===== config.mk =====
export PLATFORM = sky130hd
export DESIGN_NAME = bus_multiplexer
export DESIGN_NICKNAME = d
export VERILOG_FILES = /design/src/rtl/bus_multiplexer_pkg.sv /design/src/rtl/bus_arb_picker.sv /design/src/rtl/bus_multiplexer.sv
export SDC_FILE = /design/constraint.sdc
export NUM_CORES = 1
export LEC_CHECK = 0
export BUFFER_PORTS_ARGS = -buffer_cell sky130_fd_sc_hd__buf_2
export CORE_AREA = 5 5 103 105
export CTS_CLUSTER_SIZE = 30
export DETAILED_ROUTE_END_ITERATION = 12
export DIE_AREA = 0 0 108 110
export REMOVE_ABC_BUFFERS = 1
export SYNTH_ARGS = -nofsm -noshare
export SYNTH_HDL_FRONTEND = slang
export SYNTH_SLANG_ARGS = --single-unit
export TNS_END_PERCENT = 50

===== constraint.sdc =====
create_clock -name clk -period 2.6 [get_ports clk]
set_input_delay 0.39 -clock clk [delete_from_list [all_inputs] [get_ports clk]]
set_output_delay 0.39 -clock clk [all_outputs]
set_load 0.05 [all_outputs]

===== src/rtl/bus_multiplexer_pkg.sv =====
// Shared platform constants, arbitration modes and bus payload types for bus_multiplexer.
package bus_multiplexer_pkg;

  // Platform bus geometry
  localparam int unsigned XLEN        = 32;
  localparam int unsigned BUS_WIDTH   = 32;
  localparam int unsigned BUS_ACC_CNT = 3;
  localparam int unsigned ACC_W       = $clog2(BUS_ACC_CNT);

  // Arbitration modes
  localparam int unsigned ARB_FIXED = 0;
  localparam int unsigned ARB_RR    = 1;

  typedef enum logic {
    ST_IDLE = 1'b0,
    ST_BUSY = 1'b1
  } state_t;

  // One channel's request payload as presented to the slave
  typedef struct packed {
    logic [XLEN-1:0]      addr;
    logic                 w_rb;
    logic [ACC_W-1:0]     acc;
    logic [BUS_WIDTH-1:0] wdata;
  } bus_cmd_t;

  // Index width that never collapses to zero bits
  function automatic int unsigned idx_width(input int unsigned n);
    return (n > 1) ? $clog2(n) : 1;
  endfunction

endpackage


===== src/rtl/bus_arb_picker.sv =====
// Combinational grant picker: first requester found scanning upward from a start index.
module bus_arb_picker
  import bus_multiplexer_pkg::*;
#(
  parameter int unsigned N_CH  = 2,
  parameter int unsigned MODE  = ARB_RR,
  parameter int unsigned IDX_W = idx_width(N_CH)
) (
  input  logic [N_CH-1:0]  req,
  input  logic [IDX_W-1:0] start,
  output logic [IDX_W-1:0] grant,
  output logic             valid
);

  logic [IDX_W-1:0] base;
  int unsigned      idx;

  // Fixed priority is a round-robin scan that always starts at channel 0
  always_comb begin
    grant = '0;
    valid = 1'b0;
    idx   = 0;
    base  = (MODE == ARB_FIXED) ? '0 : start;
    for (int unsigned i = 0; i < N_CH; i++) begin
      idx = (32'(base) + i) % N_CH;
      if (!valid && req[IDX_W'(idx)]) begin
        valid = 1'b1;
        grant = IDX_W'(idx);
      end
    end
  end

endmodule


===== src/rtl/bus_multiplexer.sv =====
// N-channel master-to-single-slave bus multiplexer with arbitration and response watchdog.
module bus_multiplexer
  import bus_multiplexer_pkg::*;
#(
  parameter int unsigned N_CH     = 2,
  parameter int unsigned ARB_MODE = ARB_RR,
  parameter int unsigned TIMEOUT  = 255
) (
  input  logic                      clk,
  input  logic                      rst,
  input  logic [N_CH*XLEN-1:0]      m_addr,
  input  logic [N_CH-1:0]           m_w_rb,
  input  logic [N_CH*ACC_W-1:0]     m_acc,
  input  logic [N_CH*BUS_WIDTH-1:0] m_wdata,
  input  logic [N_CH-1:0]           m_req,
  output logic [BUS_WIDTH-1:0]      m_rdata,
  output logic [N_CH-1:0]           m_resp,
  output logic [N_CH-1:0]           m_fault,
  output logic [XLEN-1:0]           s_addr,
  output logic                      s_w_rb,
  output logic [ACC_W-1:0]          s_acc,
  output logic [BUS_WIDTH-1:0]      s_wdata,
  output logic                      s_req,
  input  logic [BUS_WIDTH-1:0]      s_rdata,
  input  logic                      s_resp,
  input  logic                      s_fault
);

  localparam int unsigned      IDX_W    = idx_width(N_CH);
  localparam int unsigned      CNT_W    = idx_width(TIMEOUT);
  localparam bit               TO_EN    = (TIMEOUT != 0);
  localparam logic [CNT_W-1:0] CNT_LAST = CNT_W'(TIMEOUT - 1);
  localparam logic [IDX_W-1:0] IDX_LAST = IDX_W'(N_CH - 1);

  bus_cmd_t         cmd [N_CH];
  bus_cmd_t         sel;
  state_t           state, state_next;
  logic [IDX_W-1:0] g, last_g, start, pick;
  logic             pick_valid, grant, timeout_hit;
  logic [CNT_W-1:0] cnt;

  // Unpack the flattened master vectors into per-channel payloads
  for (genvar k = 0; k < N_CH; k++) begin : g_unpack
    assign cmd[k] = {m_addr[k*XLEN +: XLEN], m_w_rb[k],
                     m_acc[k*ACC_W +: ACC_W], m_wdata[k*BUS_WIDTH +: BUS_WIDTH]};
  end

  // Round-robin search begins just after the last granted channel
  assign start = (last_g == IDX_LAST) ? '0 : last_g + 1'b1;

  bus_arb_picker #(
    .N_CH  (N_CH),
    .MODE  (ARB_MODE),
    .IDX_W (IDX_W)
  ) u_picker (
    .req   (m_req),
    .start (start),
    .grant (pick),
    .valid (pick_valid)
  );

  // State, grant index and watchdog registers
  always_ff @(posedge clk or posedge rst) begin
    if (rst) begin
      state  <= ST_IDLE;
      g      <= '0;
      last_g <= IDX_LAST;
      cnt    <= '0;
    end else begin
      state <= state_next;
      if (grant) begin
        g      <= pick;
        last_g <= pick;
        cnt    <= '0;
      end else if (state == ST_BUSY) begin
        cnt <= cnt + 1'b1;
      end
    end
  end

  // Next state and combinational slave/master routing
  always_comb begin
    state_next  = state;
    grant       = 1'b0;
    timeout_hit = 1'b0;
    sel         = '0;
    s_req       = 1'b0;
    m_resp      = '0;
    m_fault     = '0;
    case (state)
      ST_IDLE: begin
        if (pick_valid) begin
          grant      = 1'b1;
          state_next = ST_BUSY;
        end
      end
      ST_BUSY: begin
        s_req = 1'b1;
        sel   = cmd[g];
        // A real slave response on the last watchdog cycle wins over the timeout
        timeout_hit = TO_EN && (cnt == CNT_LAST) && !s_resp;
        if (s_resp) m_resp[g] = 1'b1;
        if (s_fault || timeout_hit) m_fault[g] = 1'b1;
        if (s_resp || s_fault || timeout_hit) state_next = ST_IDLE;
      end
      default: state_next = ST_IDLE;
    endcase
  end

  assign s_addr  = sel.addr;
  assign s_w_rb  = sel.w_rb;
  assign s_acc   = sel.acc;
  assign s_wdata = sel.wdata;
  assign m_rdata = s_rdata;

endmodule


==> out/qor.csv <==
stage,metric,value,unit
run_status,outcome,finished clean,
place,post-DP HPWL,7310,um
routing,DRT Pass-1 Iters,4,
place,placed inst area,2950,um^2
power,Design Power,2.36,mW
floorplan,Die Ht,110,um
timing,Max Freq,451,MHz
clock_network,Clock Latency Late Sink,0.24,ns
clock_network,CTS buffer count,3,
synthesis,#FFs+latches synth,11,
run,MaxCap Viol Count,0,
critical_path,CP max FO,37,
floorplan,Placeable Area,9550,um^2
timing,Slew @ Worst Pin,0.685,ns
synthesis,"Cell Area, Synth",2050,um^2
routing,drt drc,0,
clock_network,Post-CTS Hold Fix Bufs,0,
timing,pins over their slew limit,0,
critical_path,Critical Path RT,2.21,ns
synthesis,Post-synth EDFFs,0,
clock_network,Longest Clk Path Bufs,2,
timing,Tmin final,2.22,ns
critical_path,worst path arrival time,1.83,ns
finish,final core utilization,31.4,%
grt,initial antenna violation count,1,
synthesis,warnings from Yosys,0,
critical_path,Critical Path End Type,output pin,
routing,WL/cell,16.1,um
worst_hold_path,HP Class,input pin to async pin,
routing,Detail Route Antenna Nets,0,
grt,largest net degree at the start of global routing,45,
finish,ant diodes,0,
synthesis,asr flop ratio synth,100,%
synthesis,Synth Area per Inst,8.55,um^2
clock_network,Root Buffer,clkbuf_8,
finish,area grow syn2layout,46.0,%
power,power per standard cell area,787,nW/um^2
place,gpl congestion,0.727,
timing,clk_skew,0.00254,ns
grt,Total GRT Usage,12.5,%
finish,fin area,3000,um^2
timing,Fin. Hold Viols,0,
power,peak supply drop,518,uV
grt,global-route wire length before repair,11800,um
clock_network,H-Tree Depth,1,
finish,area occupied by multi-input gates,1390,um^2
finish,Reg area,282,um^2
timing,RSZ-0062 raised after global routing,no,
grt,grt total ovfl,0,
critical_path,CP startpoint kind,register,
synthesis,Yosys cell types,34,
floorplan,Top-Level Pins,276,
finish,layout cell share with drive strength beyond 1,54.8,%
timing,relative slew slack,54.3,%
floorplan,Initial Util,21.5,%
timing,Final period util,85.3,%
critical_path,classification of the worst setup path,register to output pin,
routing,overall routed net length,8720,um
synthesis,Mapped Cells,240,
clock_network,Post-CTS Resized,0,
floorplan,Row Count,36,
floorplan,Die W,108,um
place,IO buf count,211,
floorplan,DIE AREA,11900,um^2
synthesis,sequential share of the synthesized area,13.5,%
clock_network,Post-CTS Setup Bufs,0,
finish,number of nets in the layout,584,
clock_network,clock-pin slew on the worst setup and hold paths,0.05,ns
synthesis,"Top FF cell, synth",dfrtp_1,
clock_network,CTS Sinks,11,
routing,vias per inst,4.23,
clock_network,TritonCTS clock tree,done,
power,Static Leak,1.77,nW
finish,Filler cells,1023,
timing,Final setup viols,0,
routing,drt first-iter violations,71,
routing,total number of vias,2292,
grt,number of global-route vias before repair,2273,
## per-layer routing
metal	vias up	wire (um)	GRT usage [%]
met3	4	1310	7.34
li1	1120	-	-
met2	142	3870	19.4
met4	2	11	0.541
met1	1024	3520	15.9
met5	-	13	0
## cells by family after synthesis
group                    Yosys count  share of synthesized area [%]
AND/OR/NAND/NOR                   93                           28.1
multiplexers                      70                           34.2
buffers and inverters             51                           18.7
AO/OA/AOI/OAI                     12                           3.84
flip-flops                        11                           13.5
adder cells (fa/ha/maj)            2                           1.22
XOR/XNOR                           1                          0.427
## final cells by class
cell class,count,share of cell area [%]
clock buffers,4,1.50
flip-flops and latches,11,9.40
well taps,133,5.56
repair buffers,214,36.8
multi-input cells,178,46.4
inverters,2,0.251
## state kept, by name (all words and copies together), names as in the netlist
name,cells
cnt,8
state,1
g,1
last_g,1
## cell usage in the layout, fill, tap and decap left out, types with 2 or more instances in the layout
cell type and n:
o211ai_1 2, clkbuf_8 3, nor2_1 5, o31ai_1 2, a21oi_1 2, nand2b_1 2
inv_1 2, o21ai_0 2, nand3_1 2, dfrtp_1 8, buf_2 211, ha_1 2
nand4_1 3, mux2i_1 69, buf_12 2, nor2b_1 67, nand2_1 6
## power breakdown
part	internal (mW)	leakage, nW	switching [mW]
logic	0.613	1.60	1.24
registers	0.211	0.141	0.124
clock network	0.108	0.0228	0.0650
total	0.931	1.77	1.43
## per-stage QoR
stage | hold slack [ns] | std cells | setup WS (ns) | TNS (ns)
after floorplan | 0.242 | 191 | -1.08 | -75.34
after global placement | 0.400 | 538 | 0.706 | 0
after detailed placement | 0.412 | 538 | 0.629 | 0
after CTS | 0.151 | 542 | 0.359 | 0
after global routing | 0.191 | 542 | 0.273 | 0
final | 0.137 | 542 | 0.382 | 0
## critical path, cell delays in order (launching register included)
cell	delay, ns
dfrtp_4	0.68
buf_12	0.31
mux2i_1	0.27
nor2b_1	0.07
buf_2	0.21
## final timing paths
| kind | slack [ns] | to | depth (start not counted) | startpoint |
|---|---|---|---|---|
| max in group asynchronous | 2.13 | g | 2 | rst |
| setup / recovery | 0.38 | s_wdata[2] | 4 | g |
| setup reg to reg | 1.12 | cnt[5] | 3 | state |
| hold reg to reg | 0.49 | last_g | 2 | last_g |
| hold / removal | 0.14 | g | 2 | rst |
| min in group clk | 0.43 | last_g | 3 | m_req[1] |
## cells in the mapped netlist, types with 2 or more instances
cell type | number | area share (%)
inv_1 | 2 | 0.37
buf_4 | 34 | 12
ha_1 | 2 | 1.2
o21ai_0 | 2 | 0.49
nand2_1 | 6 | 1.1
dfrtp_1 | 10 | 12
nand2b_1 | 2 | 0.61
nand3_1 | 2 | 0.49
o31ai_1 | 2 | 0.73
nor2b_1 | 67 | 20
mux2i_1 | 69 | 34
nand4_1 | 3 | 0.91
buf_6 | 7 | 3.8
nor2_1 | 5 | 0.91
clkbuf_1 | 6 | 1.1
o211ai_1 | 2 | 0.73
a21oi_1 | 2 | 0.49
Power figures use the tool's default switching activity.
